### config.mk
export PLATFORM = sky130hd
export DESIGN_NAME = alu_operand_stage
export DESIGN_NICKNAME = d
export VERILOG_FILES = /design/src/rtl/alu_pkg.sv /design/src/rtl/operand_map.sv /design/src/rtl/alu_operand_stage.sv
export SDC_FILE = /design/constraint.sdc
export NUM_CORES = 1
export LEC_CHECK = 0
export BUFFER_PORTS_ARGS = -buffer_cell sky130_fd_sc_hd__buf_2
export CAP_MARGIN = 20
export CORE_AREA = 4 4 63 108
export DETAILED_ROUTE_END_ITERATION = 10
export DIE_AREA = 0 0 67 112
export PLACE_DENSITY = 0.7
export SYNTH_ARGS = -nofsm -noshare
export SYNTH_HDL_FRONTEND = slang
export SYNTH_SLANG_ARGS = --single-unit
export TNS_END_PERCENT = 100
### constraint.sdc
create_clock -name clk -period 2.17 [get_ports clk]
set_input_delay 0.3255 -clock clk [delete_from_list [all_inputs] [get_ports clk]]
set_output_delay 0.3255 -clock clk [all_outputs]
set_load 0.01 [all_outputs]
### src/rtl/alu_pkg.sv
// Shared definitions for the ALU operand path.
//   - 4-bit opcode encodings consumed by operand_map and alu_operand_stage
//   - reserved opcode prefix (ops 11xx pass through flagged as illegal)
//   - payload_width(): bits in one mapped transaction
//     {amod[W], bmod[W], cin, op[4], illegal}
package alu_pkg;

    localparam logic [3:0] OP_PASSA  = 4'b0000;
    localparam logic [3:0] OP_NEG    = 4'b0001;
    localparam logic [3:0] OP_ADD    = 4'b0010;
    localparam logic [3:0] OP_INC    = 4'b0011;
    // 4'b01xx are logic ops: operands pass straight through
    localparam logic [3:0] OP_SUB    = 4'b1000;
    localparam logic [3:0] OP_DEC    = 4'b1001;
    localparam logic [3:0] OP_ACCADD = 4'b1010;
    localparam logic [3:0] OP_ACCSUB = 4'b1011;

    localparam logic [1:0] OP_RSVD_PREFIX = 2'b11;

    function automatic int payload_width(input int width);
        return width * 2 + 6;
    endfunction

endpackage

### src/rtl/operand_map.sv
// Combinational opcode decoder: turns op plus operands A/B (and the
// accumulator value) into adder-ready operands.
// Ports:
//   op      in  4      opcode
//   a, b    in  WIDTH  raw operands
//   acc     in  WIDTH  accumulator value (already forwarded by the caller)
//   amod    out WIDTH  adder operand A
//   bmod    out WIDTH  adder operand B
//   cin     out 1      adder carry-in
//   illegal out 1      op is in the reserved 11xx range
module operand_map
    import alu_pkg::*;
#(
    parameter int WIDTH = 8
) (
    input  logic [3:0]       op,
    input  logic [WIDTH-1:0] a,
    input  logic [WIDTH-1:0] b,
    input  logic [WIDTH-1:0] acc,
    output logic [WIDTH-1:0] amod,
    output logic [WIDTH-1:0] bmod,
    output logic             cin,
    output logic             illegal
);

    localparam logic [WIDTH-1:0] K1 = {{(WIDTH-1){1'b0}}, 1'b1};

    always_comb begin
        // Default is the plain a/b pass-through used by ADD, logic ops and
        // reserved ops.
        amod    = a;
        bmod    = b;
        cin     = 1'b0;
        illegal = 1'b0;
        if (op[3:2] == OP_RSVD_PREFIX) begin
            illegal = 1'b1;
        end else begin
            case (op)
                OP_PASSA: begin
                    amod = '0;
                    bmod = a;
                end
                OP_NEG: begin
                    // -a = ~a + 1, the +1 supplied through amod
                    amod = K1;
                    bmod = ~a;
                end
                OP_INC: begin
                    amod = K1;
                    bmod = a;
                end
                OP_SUB: begin
                    bmod = ~b;
                    cin  = 1'b1;
                end
                OP_DEC: begin
                    bmod = '1;
                end
                OP_ACCADD: begin
                    amod = acc;
                end
                OP_ACCSUB: begin
                    amod = acc;
                    bmod = ~b;
                    cin  = 1'b1;
                end
                default: begin
                end
            endcase
        end
    end

endmodule

### src/rtl/alu_operand_stage.sv
// Pipelined ALU operand stage: maps op/a/b onto adder operands and
// registers them behind a valid/ready handshake with an output register
// plus one skid entry. Holds the accumulator used by ACC ops.
// Ports:
//   clk, reset           clock, synchronous active-high reset
//   in_valid/in_ready    upstream handshake (in_ready = skid empty)
//   a, b, op             raw operands and opcode
//   acc_wr, acc_din      accumulator load
//   out_valid/out_ready  downstream handshake
//   amod, bmod, cin      mapped adder operands
//   op_q, illegal        opcode travelling with the data, reserved-op flag
module alu_operand_stage
    import alu_pkg::*;
#(
    parameter int WIDTH = 8
) (
    input  logic             clk,
    input  logic             reset,
    input  logic             in_valid,
    output logic             in_ready,
    input  logic [WIDTH-1:0] a,
    input  logic [WIDTH-1:0] b,
    input  logic [3:0]       op,
    input  logic             acc_wr,
    input  logic [WIDTH-1:0] acc_din,
    output logic             out_valid,
    input  logic             out_ready,
    output logic [WIDTH-1:0] amod,
    output logic [WIDTH-1:0] bmod,
    output logic             cin,
    output logic [3:0]       op_q,
    output logic             illegal
);

    localparam int PW = payload_width(WIDTH);

    logic [WIDTH-1:0] acc_reg;
    logic [WIDTH-1:0] acc_eff;
    logic [WIDTH-1:0] map_amod;
    logic [WIDTH-1:0] map_bmod;
    logic             map_cin;
    logic             map_illegal;
    logic [PW-1:0]    in_payload;
    logic [PW-1:0]    skid_reg;
    logic [PW-1:0]    out_reg;
    logic             skid_valid_reg;
    logic             out_valid_reg;
    logic             accept;
    logic             out_free;

    // An ACC op accepted in the same cycle as a load sees the new value.
    assign acc_eff = acc_wr ? acc_din : acc_reg;

    operand_map #(.WIDTH(WIDTH)) u_map (
        .op      (op),
        .a       (a),
        .b       (b),
        .acc     (acc_eff),
        .amod    (map_amod),
        .bmod    (map_bmod),
        .cin     (map_cin),
        .illegal (map_illegal)
    );

    // Mapping happens at acceptance, so the skid holds finished payloads and
    // later accumulator writes cannot disturb a buffered ACC op.
    assign in_payload = {map_amod, map_bmod, map_cin, op, map_illegal};

    assign in_ready  = ~skid_valid_reg;
    assign accept    = in_valid & in_ready;
    assign out_free  = ~out_valid_reg | out_ready;
    assign out_valid = out_valid_reg;
    assign {amod, bmod, cin, op_q, illegal} = out_reg;

    always_ff @(posedge clk) begin
        if (reset) begin
            acc_reg        <= '0;
            skid_reg       <= '0;
            out_reg        <= '0;
            skid_valid_reg <= 1'b0;
            out_valid_reg  <= 1'b0;
        end else begin
            if (acc_wr) begin
                acc_reg <= acc_din;
            end
            if (out_free) begin
                // Skid is older than anything on the input, so it goes first.
                // in_ready is low while the skid is full, so no accept can
                // coincide with the skid transfer.
                if (skid_valid_reg) begin
                    out_reg        <= skid_reg;
                    out_valid_reg  <= 1'b1;
                    skid_valid_reg <= 1'b0;
                end else if (accept) begin
                    out_reg       <= in_payload;
                    out_valid_reg <= 1'b1;
                end else begin
                    out_valid_reg <= 1'b0;
                end
            end else if (accept) begin
                // Output held: park the new transaction in the skid entry.
                skid_reg       <= in_payload;
                skid_valid_reg <= 1'b1;
            end
        end
    end

endmodule

# [Word level (Yosys, flattened, before mapping)]
# Index checks and enable logic that the tools add are counted.
[word_totals] regBits=54 input_bits=33 output_inout_bits=24 wordCells=40
[op_classes] n_eq_ne=7 mux=12 bitwise=7 n_reduce_logical=9
[ops] cell="two-way mux 22 bit" count=2
[ops] cell="case mux 8 bit (4 select lines)" count=1
[ops] cell="two-way mux 8 bit" count=3
[ops] cell="case mux 8 bit (3 select lines)" count=1
[ops] cell="equality test 4 bit (second input constant)" count=4
[ops] cell="NOT 8 bit" count=2
[ops] cell="OR reduction 2 bit" count=5
[ops] cell="two-way mux 1 bit" count=5
[ops] cell="equality test 4 x 1 -> 1 bit (second input constant)" count=1
[ops] cell="equality test 4 x 2 -> 1 bit (second input constant)" count=1
[ops] cell="logical NOT 4 bit" count=1
[ops] cell="AND reduction 2 bit" count=2
[ops] cell="NOT 1 bit" count=3
[ops] cell="equality test 2 bit (second input constant)" count=1
[ops] cell="nonzero test 2 bit" count=1
[ops] cell="bitwise AND 1 bit" count=1
[ops] cell="OR 1 bit" count=1

# [Longest topological paths before layout]
# Gate-level depths: netlist of the first run.
[logic_depth] word_depth=6 mapped_depth=7 mapped_depth_nobuf=4

# [By module]
# From an unflattened synthesis of the first run, not the netlist that was laid out.
[hier_totals] hier_cells=308 hier_area_um2=2854.0
[modules_own_cells] mod="alu_operand_stage" instances=1 cells_per_inst=233 area_each_um2=2268.4 seq_area_each_um2=1081.0
[modules_own_cells] mod="operand_map" instances=1 cells_per_inst=75 area_each_um2=585.6 seq_area_each_um2=0.0

# [Worst setup path before layout of the first run]
# No wires, ideal clock.
[synth_timing] path_type="input-to-reg" startpoint="input port op[1]" endpoint="register out_reg[16]" setup_time_ps=117 arrival_time_ps=1661 t_required_ps=2053 slack_ps=392 stages=7 path_buffers=3 cell_sequence="buf_6 nor2b_4 buf_6 a211o_4 buf_6 a211o_1 a32o_1"
[synth_between] elab_chain_len=6 word_cells_on_any_way=11
[synth_lines] item="from (decl)" line_no="alu_operand_stage.sv:23" rtl="input logic [3:0] op,"
[synth_lines] item="equality test 4 bit (tied with other cells)" line_no="operand_map.sv:38" rtl="case (op)"
[synth_lines] item="OR reduction 2 bit (no source line)"
[synth_lines] item="case mux 8 bit (3 select lines) *" line_no="operand_map.sv:38"
[synth_lines] item="two-way mux 8 bit *" line_no="operand_map.sv:35" rtl="if (op[3:2] == OP_RSVD_PREFIX) begin"
[synth_lines] item="two-way mux 22 bit *" line_no="alu_operand_stage.sv:94" rtl="end else if (accept) begin"
[synth_lines] item="two-way mux 22 bit *" line_no="alu_operand_stage.sv:90" rtl="if (skid_valid_reg) begin"
[synth_lines] item="to (signal assigned)" line_no="alu_operand_stage.sv:91" rtl="out_reg <= skid_reg;"
[synth_lines] item="to (signal assigned)" line_no="alu_operand_stage.sv:95" rtl="out_reg <= in_payload;"
[synth_lines] item="to (decl)" line_no="alu_operand_stage.sv:45" rtl="logic [PW-1:0] out_reg;"
# Every way passes the cells marked *; elsewhere a longest branch is shown, timed or not. The select of a mux whose other input is x is not followed.
# A chain may end at the register's enable or synchronous reset.

# [Worst setup path in the final report of the first run]
[layout_timing] startpoint="register skid_valid_reg" endpoint="output port in_ready"
[layout_between] elab_chain_len=1
[layout_lines] item="from (decl)" line_no="alu_operand_stage.sv:46" rtl="logic skid_valid_reg;"
[layout_lines] item="from (signal assigned)" line_no="alu_operand_stage.sv:80" rtl="skid_valid_reg <= 1'b0;"
[layout_lines] item="from (signal assigned)" line_no="alu_operand_stage.sv:93" rtl="skid_valid_reg <= 1'b0;"
[layout_lines] item="from (signal assigned)" line_no="alu_operand_stage.sv:103" rtl="skid_valid_reg <= 1'b1;"
[layout_lines] item="NOT 1 bit" line_no="alu_operand_stage.sv:69" rtl="assign in_ready = ~skid_valid_reg;"
[layout_lines] item="to (decl)" line_no="alu_operand_stage.sv:20" rtl="output logic in_ready,"
# No other way between the ends.

==> results.yml, run 1 <==
die:
  dieHeight_um: 112
  pin_count: 57
  dieArea_um2: 7500
  rows: 37
  die_width_um: 67
  start_util_pct: 43.8
  core-area_um2: 5880
drt:
  num_vias: 2409
  wirelength_um: 6890
  first_pass_iters: 4
  remaining_drc_errors: 0
  wl_per_cell_um: 15.9
  drt-initial-drc-count: 90
  postRouteAntennaNets: 0
  viasPerCell: 5.58
sta:
  tns_ns: 0
  finClkSkew_ns: 0.00822
  finalHoldViolations: 0
  slew_headroom_pct: 39.5
  period_needed_ns: 1.80
  maxSlewViolCount: 0
  finalCritPeriodShare_pct: 82.9
  fmax_ghz: 0.556
  worstMarginPinSlew_ns: 0.906
  setup_viol: 0
  rsz0062_at_grt: "no"
power:
  leakage_uw: 0.00122
  power.density_nw_per_um2: 685
  peakVddDrop_mv: 0.498
yosys:
  syn_inst: 307
  ys_seq_elements: 54
  yosys.area.top_type: "dfxtp_1"
  syn_nets: 340
  synth_edf_count: 0
  netlist_area_um2: 2570
  async_flop_share_pct: 0
  synth_warnings: 0
  synthTopCellsByArea: "dfxtp_1, nor2_1, nand2_1, mux2i_1, o211ai_1"
  synth_top_area_share_pct: 42.0
  syn_avg_cell_area_um2: 8.39
  synth.distinct_cells: 31
  synth-main-ff-cell: "dfxtp_1"
  ys_seq_area_share_pct: 42.0
cts:
  clkLatencyLatePin_ns: 0.32
  clk_pin_slew_ns: 0.10
  cts_tree: "built"
  cts_max_level: 2
  root_buffer: "clkbuf_8"
  clock_path_buffers: 2
  clock-sinks: 54
  cts_setup_buffers: 0
  cts_buffers: 5
critical_path:
  cp-end-kind: "output port"
  cp-startpoint: "skid_valid_reg"
  rr_endpoint: "out_reg[11]"
  r2r_slack_ns: 0.64
  r2r_cells: 5
  regToRegStartpoint: "skid_valid_reg"
  slowest_stage: "dfxtp_2"
  max_stage_delay_ns: 0.55
  worst-endpoint-required_ns: 1.84
  critPathKind: "flop to output port"
  crit_chain: "clkinv_1, buf_2"
  arrival_ns: 1.47
  crit_fanout: 15
  crit_end: "in_ready"
  cp-start-kind: "flop"
final_layout:
  areaGrowthSynthToFinish_pct: 16.9
  drive_gt1_share_pct: 21.8
  diodes: 0
  fin_util_pct: 51.2
  nets: 386
global_routing:
  grt_pass1_vias: 2373
  grt_pass1_wl_um: 11300
  grtUsageTotal_pct: 19.5
  grt_overflow: 0
  grt_max_degree: 33
  antenna_found_initial: 0
placement:
  io_buffers: 56
  hpwl_um: 5210
  gp_congestion: 0.843
run:
  maxCapViolCount: 0
status:
  status: "complete, no violations"
worst_hold_path:
  hold_path_class: "input port to flop"
## layer usage
layer / GRT usage [%] / wire (µm)
met4: 8.94 / 192
met2: 34.8 / 3710
met1: 21.0 / 2750
met3: 4.24 / 241
met5: 0 / 0
## worst max-delay path: cells and delay by family (launching register included)
family	cells	cell delay [ns]
buffers and inverters	2	0.60
flip-flops	1	0.55
## kinds of logic (layout without fill, tap and decap cells)
kind of cell              after synthesis  count (layout)  synth area share (%)
DFF                                    54              54                  42.0
xor gates and xnor gates                1               1                 0.340
AOI/OAI and AO/OA                      90              90                  26.6
and+or+nand+nor                       121             121                  21.3
buffers and inverters                  29              76                  5.10
muxes                                  12              12                  4.66
## cell usage after synthesis, drive strengths merged, types with 2 or more instances
cell type,instances
a32oi,8
buf,3
a32o,7
a311oi,8
dfxtp,54
nand2,41
o211ai,16
o21bai,8
nor2,44
clkbuf,23
nor3,8
nand2b,18
mux2i,12
a211oi,14
a31oi,2
a211o,8
a21oi,17
inv,2
nor2b,4
## how the worst min path moves through the flow
stage,startpoint,to,slack [ns],cells past startpoint
final,acc_din[7],acc_reg[7],0.26,3
after global routing,op[1],skid_reg[2],0.30,3
after CTS,acc_din[7],acc_reg[7],0.25,3
after floorplan,skid_reg[1],skid_reg[1],0.44,2
after detailed placement,out_reg[16],out_reg[16],0.45,1
after global placement,skid_reg[3],skid_reg[3],0.44,2
## where the power goes
| part | internal (µW) | switching (µW) |
|---|---|---|
| combinational | 149 | 209 |
| sequential | 1050 | 27.1 |
| clock | 293 | 335 |
| total | 1490 | 571 |
## layout make-up
cell class | count | area, µm²
Clock buffer | 7 | 96.3
Clock inverter | 1 | 8.76
Fill cell | 624 | 2870
Inverter | 3 | 11.3
Multi-Input combinational cell | 224 | 1370
Sequential cell | 54 | 1080
Tap cell | 78 | 97.6
Timing Repair Buffer | 65 | 348
## through the flow
stage | power (µW) | hold WS (ns) | worst slack, ns | std cells | instance area [µm²]
after floorplan | 1330 | 0.436 | 0.392 | 307 | 2570
after global placement | 1450 | 0.443 | 0.216 | 424 | 2900
after detailed placement | 1460 | 0.449 | 0.179 | 424 | 2900
after CTS | 2080 | 0.254 | 0.0892 | 432 | 3010
after global routing | 2160 | 0.296 | 0.255 | 432 | 3010
final | 2060 | 0.260 | 0.371 | 432 | 3010
## repair_timing
item / 4_1_cts / 5_1_grt
gates resized for setup: 0 / 1
hold buffers: 0 / 0
setup endpoints to repair: 0 / 1
## cell usage in the layout, fill, tap and decap left out, types with 9 or more instances in the layout
cell / count
mux2i_1: 12
o211ai_1: 16
buf_2: 56
a211oi_1: 14
nor2_1: 43
dfxtp_1: 53
buf_4: 9
nand2b_1: 18
nand2_1: 41
a21oi_1: 17
(Power assumes the default switching activity.)
==> inputs of run 2 (changes only) <==
Settings changed: ABC_AREA set to 1, CORE_AREA 4 4 63 108 to 4 4 65 111, DIE_AREA 0 0 67 112 to 0 0 69 115.
Clock period 2.17 ns to 1.7 ns, I/O delays scaled along.
==> run 2 against run 1 <==
Synthesized cell count rose by 25%. Largest power group unchanged. Critical path type unchanged. Clock skew fell by 0.0046 ns. Critical endpoint unchanged. Non-clock buffer count rose by 4. Largest cell class unchanged.
==> results.yml, run 2 <==
status:
  status: "complete, no violations"
global_routing:
  grt_overflow: 0
  antenna_found_initial: 0
  grt_pass1_wl_um: 12000
  grt_max_degree: 29
  grtUsageTotal_pct: 18.4
  grt_pass1_vias: 2629
yosys:
  synth_edf_count: 0
  synth_top_area_share_pct: 39.3
  syn_nets: 417
  yosysMostFrequentCell: "nor2_1"
  syn_avg_cell_area_um2: 7.16
  ys_seq_elements: 54
  async_flop_share_pct: 0
  synth_warnings: 0
  synth.distinct_cells: 23
  synthTopCellsByArea: "dfxtp_1, nand3_2, nor2_1, nand2_1, a21oi_1"
  ys_seq_area_share_pct: 39.3
  netlist_area_um2: 2750
  synth-main-ff-cell: "dfxtp_1"
  synth_commonest_cells: "nor2_1, nand2_1, dfxtp_1"
  yosys.area.top_type: "dfxtp_1"
  syn_inst: 384
placement:
  io_buffers: 56
  dpl-instance-area_um2: 3110
  gp_congestion: 0.815
  dp.cells: 511
  hpwl_um: 5090
final_layout:
  finalNonFillerCells: 519
  areaGrowthSynthToFinish_pct: 16.5
  drive_gt1_share_pct: 27.6
  diodes: 0
  layout_common_cells: "nor2_1, buf_2, nand2_1"
  nets: 471
  layout_commonest_cell: "nor2_1"
  final_area_um2: 3200
sta:
  finalCritPeriodShare_pct: 87.0
  maxSlewViolCount: 0
  rsz0062_at_grt: "no"
  finClkSkew_ns: 0.00360
  slew_headroom_pct: 35.3
  setup_viol: 0
  finalHoldViolations: 0
  period_needed_ns: 1.48
  worstMarginPinSlew_ns: 0.966
  fmax_ghz: 0.676
  whs_ns: 0.217
die:
  pin_count: 57
  core-area_um2: 6280
  dieHeight_um: 115
  die_width_um: 69
  start_util_pct: 43.8
  dieArea_um2: 7940
  rows: 38
worst_hold_path:
  hold_start: "acc_din[4]"
  hold_path_class: "input port to flop"
cts:
  cts_tree: "built"
  clock_path_buffers: 2
  clkLatencyLatePin_ns: 0.31
  clk_pin_slew_ns: 0.09
  clock-sinks: 54
  cts_max_level: 2
  cts-resized-gates: 0
  cts_buffers: 5
  root_buffer: "clkbuf_8"
  cts_setup_buffers: 0
  ctsHoldBuffers: 0
drt:
  remaining_drc_errors: 0
  postRouteAntennaNets: 0
  wirelength_um: 7090
  first_pass_iters: 4
  wl_per_cell_um: 13.7
  drt-initial-drc-count: 156
  viasPerCell: 5.06
  num_vias: 2625
critical_path:
  slowest_stage: "dfxtp_1"
  crit_fanout: 23
  cp-start-kind: "flop"
  worst-endpoint-required_ns: 1.44
  cp-end-kind: "output port"
  regToRegStartpoint: "out_valid"
  critPathKind: "flop to output port"
  max_stage_delay_ns: 0.34
  cp-startpoint: "skid_valid_reg"
  crit_chain: "inv_2, buf_4, buf_2"
  arrival_ns: 1.22
power:
  leakage_uw: 0.00161
  peakVddDrop_mv: 0.601
  power.density_nw_per_um2: 828
run:
  maxCapViolCount: 0
[run 2: cell types whose count changed in the layout (fill, tap and decap cells not counted), sizes merged, moves of 16 or more]
cell and change:
nor2 +21, nand2 +16, nand2b -18, o21ai +45, o211ai -16, inv +37
nand3 +46, a21oi +27
[run 2: metal layers]
layer | GRT usage, % | share of wire (%) | vias up
met5 | 0 | 0 | -
met2 | 34.7 | 53 | 76
met1 | 19.9 | 39 | 1179
li1 | - | - | 1353
met4 | 8.74 | 2.7 | 0
met3 | 2.89 | 5.8 | 17
[run 2: logic make-up (layout without fill, tap and decap cells)]
| logic type | count (synthesis) | in the layout | share of synthesized area (%) |
|---|---|---|---|
| compound gates | 94 | 94 | 18.4 |
| flops | 54 | 54 | 39.3 |
| simple gates | 170 | 170 | 30.7 |
| buf+inv | 61 | 116 | 9.56 |
| xor+xnor | 1 | 1 | 0.592 |
| mux | 4 | 4 | 1.46 |
[run 2: final timing paths]
path              slack, ns  cells after the start     endpoint
setup / recovery       0.22                      3     in_ready
hold / removal         0.22                      3   acc_reg[4]
setup reg to reg       0.39                      9  skid_reg[9]
hold reg to reg        0.49                      2   out_reg[4]
[run 2: area by class of cell]
cell class,count,area [µm²]
fill,688,3070
sequential,54,1080
tap,80,100
clock inverter,1,5.00
inverter,39,146
multi-input combinational,269,1410
clock buffer,7,86.3
timing repair buffer,69,378
[run 2: per-stage QoR]
stage	power, µW	utilization (%)	setup TNS [ns]	setup WS [ns]
finish	2650	51.0	0	0.221
detailed placement	1950	49.6	-0.598	-0.0721
global route	2800	51.0	0	0.0912
floorplan	1770	-	0	0.447
CTS	2680	51.0	0	0.214
global placement	1940	49.6	-0.345	-0.0393
[run 2: worst max-delay path: cells and delay by family (launching register included)]
family / cells / cell delay [ns]
buffers and inverters: 3 / 0.56
flip-flops: 1 / 0.34
[run 2: report_power, final]
part | switching, µW | internal (µW) | leakage, µW
clock network | 403 | 329 | 0.0000482
registers | 36.0 | 1350 | 0.000444
logic | 335 | 200 | 0.00112
total | 774 | 1880 | 0.00161
==> inputs of run 3 (changes only) <==
Settings changed: CORE_AREA 4 4 65 111 to 4 4 68 117, DIE_AREA 0 0 69 115 to 0 0 72 121, PLACE_DENSITY 0.7 to 0.69, SYNTH_HIERARCHICAL set to 1.
==> run 3 against run 2 <==
Clock skew grew 0.0031 ns. Via count increased by 13%. Sequential share of layout area fell by 3.0 points. First-iteration DRC count up 59%. Highest routed layer unchanged. Fmax increased by 19%.
==> results.yml, run 3 <==
sta:
  finalHoldViolations: 0
  setup_viol: 0
  fmax_ghz: 0.803
  maxSlewViolCount: 0
  finClkSkew_ns: 0.00674
  rsz0062_at_grt: "no"
  tns_ns: 0
  whs_ns: 0.234
  worstMarginPinSlew_ns: 0.340
  finalCritPeriodShare_pct: 73.3
  period_needed_ns: 1.25
  slew_headroom_pct: 77.3
  setup_ws_ns: 0.454
critical_path:
  regToRegStartpoint: "out_valid"
  worst-endpoint-required_ns: 1.93
  crit_chain: "buf_2, inv_1, nand2_1, nor2_2, nand2_1, nand2_1, nor2_1, nand2_1, inv_1, o21ai_0, nor2_1, nor2_1"
  r2r_cells: 6
  critPathKind: "input port to flop"
  critPathTopFamily: "simple AND/OR/NAND/NOR gates"
  crit_buf_inv: 3
  cp-start-kind: "input port"
  cp-end-kind: "flop"
  crit_top_cell: "nand2_1"
  r2r_slack_ns: 0.48
  crit_fanout: 8
  rr_endpoint: "skid_reg[6]"
  max_stage_delay_ns: 0.26
  arrival_ns: 1.48
  slowest_stage: "nor2_2"
yosys:
  yosysMostFrequentCell: "nand2_1"
  synth-main-ff-cell: "dfxtp_1"
  netlist_area_um2: 3070
  async_flop_share_pct: 0
  synthTopCellsByArea: "dfxtp_1, nand2_1, nor2_1, inv_1, nand3_1"
  syn_inst: 509
  synth_commonest_cells: "nand2_1, nor2_1, inv_1"
  ys_seq_elements: 54
  synth_top_area_share_pct: 35.2
  syn_nets: 542
  ys_seq_area_share_pct: 35.2
  yosys.area.top_type: "dfxtp_1"
  syn_avg_cell_area_um2: 6.03
  synth_warnings: 6
  synth_edf_count: 0
  synth.distinct_cells: 21
drt:
  drt-initial-drc-count: 248
  postRouteAntennaNets: 0
  wl_per_cell_um: 10.9
  num_vias: 2971
  wirelength_um: 7020
  viasPerCell: 4.63
  first_pass_iters: 4
  remaining_drc_errors: 0
cts:
  clock_path_buffers: 2
  clk_pin_slew_ns: 0.07
  cts_setup_buffers: 0
  cts_tree: "built"
  root_buffer: "clkbuf_16"
  clock-sinks: 54
  cts_max_level: 2
  ctsHoldBuffers: 0
  clkLatencyLatePin_ns: 0.29
  cts-resized-gates: 0
  cts_buffers: 5
worst_hold_path:
  whs_endpoint: "acc_reg[3]"
  hold_start: "acc_din[3]"
  hold_path_class: "input port to flop"
  hold_path_depth: 3
final_layout:
  nets: 587
  areaGrowthSynthToFinish_pct: 14.4
  drive_gt1_share_pct: 15.7
  layout_commonest_cell: "nand2_1"
  diodes: 0
  layout_common_cells: "nand2_1, nor2_1, inv_1"
die:
  start_util_pct: 43.3
  dieArea_um2: 8710
  pin_count: 57
  die_width_um: 72
  core-area_um2: 7080
  rows: 41
  dieHeight_um: 121
global_routing:
  antenna_found_initial: 0
  grt_max_degree: 46
  grt_pass1_wl_um: 12400
  grt_pass1_vias: 2728
  busiest_layer: "met2"
  grt_use_met1_pct: 20.7
  globalRouteMet3Util_pct: 3.07
  grtUsageTotal_pct: 17.6
  grt_overflow: 0
  grt_use_met2_pct: 30.5
placement:
  hpwl_um: 5190
  gp_congestion: 0.835
  io_buffers: 56
  place_ws_ns: 0.156
power:
  peakVddDrop_mv: 0.677
  leakage_uw: 0.00188
  power.density_nw_per_um2: 882
run:
  maxCapViolCount: 0
status:
  status: "complete, no violations"
==> run 3: per-layer routing <==
layer	vias to the layer above	routed length [µm]
met4	0	243
met3	13	303
met5	-	0
li1	1609	-
met2	62	3480
met1	1287	2990
==> run 3: kinds of logic (layout without fill, tap and decap cells) <==
| group | count (synthesis) | after routing | synth area share [%] |
|---|---|---|---|
| flops | 54 | 54 | 35.2 |
| buf+inv | 97 | 143 | 14.9 |
| compound gates | 40 | 40 | 6.61 |
| simple gates | 318 | 318 | 43.2 |
==> run 3: worst register-to-register path: cells and delay by family (launching register included) <==
family                 cells  cell delay, ns
AND/OR/NAND/NOR            4            0.31
flip-flops                 1            0.47
buffers and inverters      2            0.33
==> run 3: cell type report <==
type / count / area, µm²
fillers: 788 / 3570
multi-input cells: 358 / 1530
flip-flops and latches: 54 / 1080
repair buffers: 61 / 343
inverters: 74 / 280
clock buffers: 5 / 125
well taps: 86 / 108
clock inverters: 3 / 45.0
==> run 3: worst max-delay path by stage <==
stage | start | to | slack (ns) | cells past startpoint
after floorplan | op[3] | out_reg[21] | 0.44 | 11
after global placement | op[0] | out_reg[8] | 0.17 | 12
after detailed placement | op[3] | out_reg[8] | 0.16 | 12
after CTS | op[3] | out_reg[8] | 0.45 | 12
after global routing | op[3] | out_reg[9] | 0.18 | 12
final | op[3] | out_reg[8] | 0.45 | 12
==> run 3: power by group <==
group	internal [µW]	total (µW)	switching (µW)	leakage (µW)
registers	1350	1390	39.2	0.000444
clock network	694	1150	455	0.0000760
logic	204	561	357	0.00136
total	2240	3100	851	0.00188
==> run 3: stage by stage <==
step	total power [µW]	instances	instance area [µm²]	utilization [%]
6_report	3100	641	3510	49.6
2_1_floorplan	1820	509	3070	-
3_3_place_gp	1970	633	3340	47.2
3_5_place_dp	1980	633	3340	47.2
5_1_grt	3280	641	3510	49.6
4_1_cts	3140	641	3510	49.6
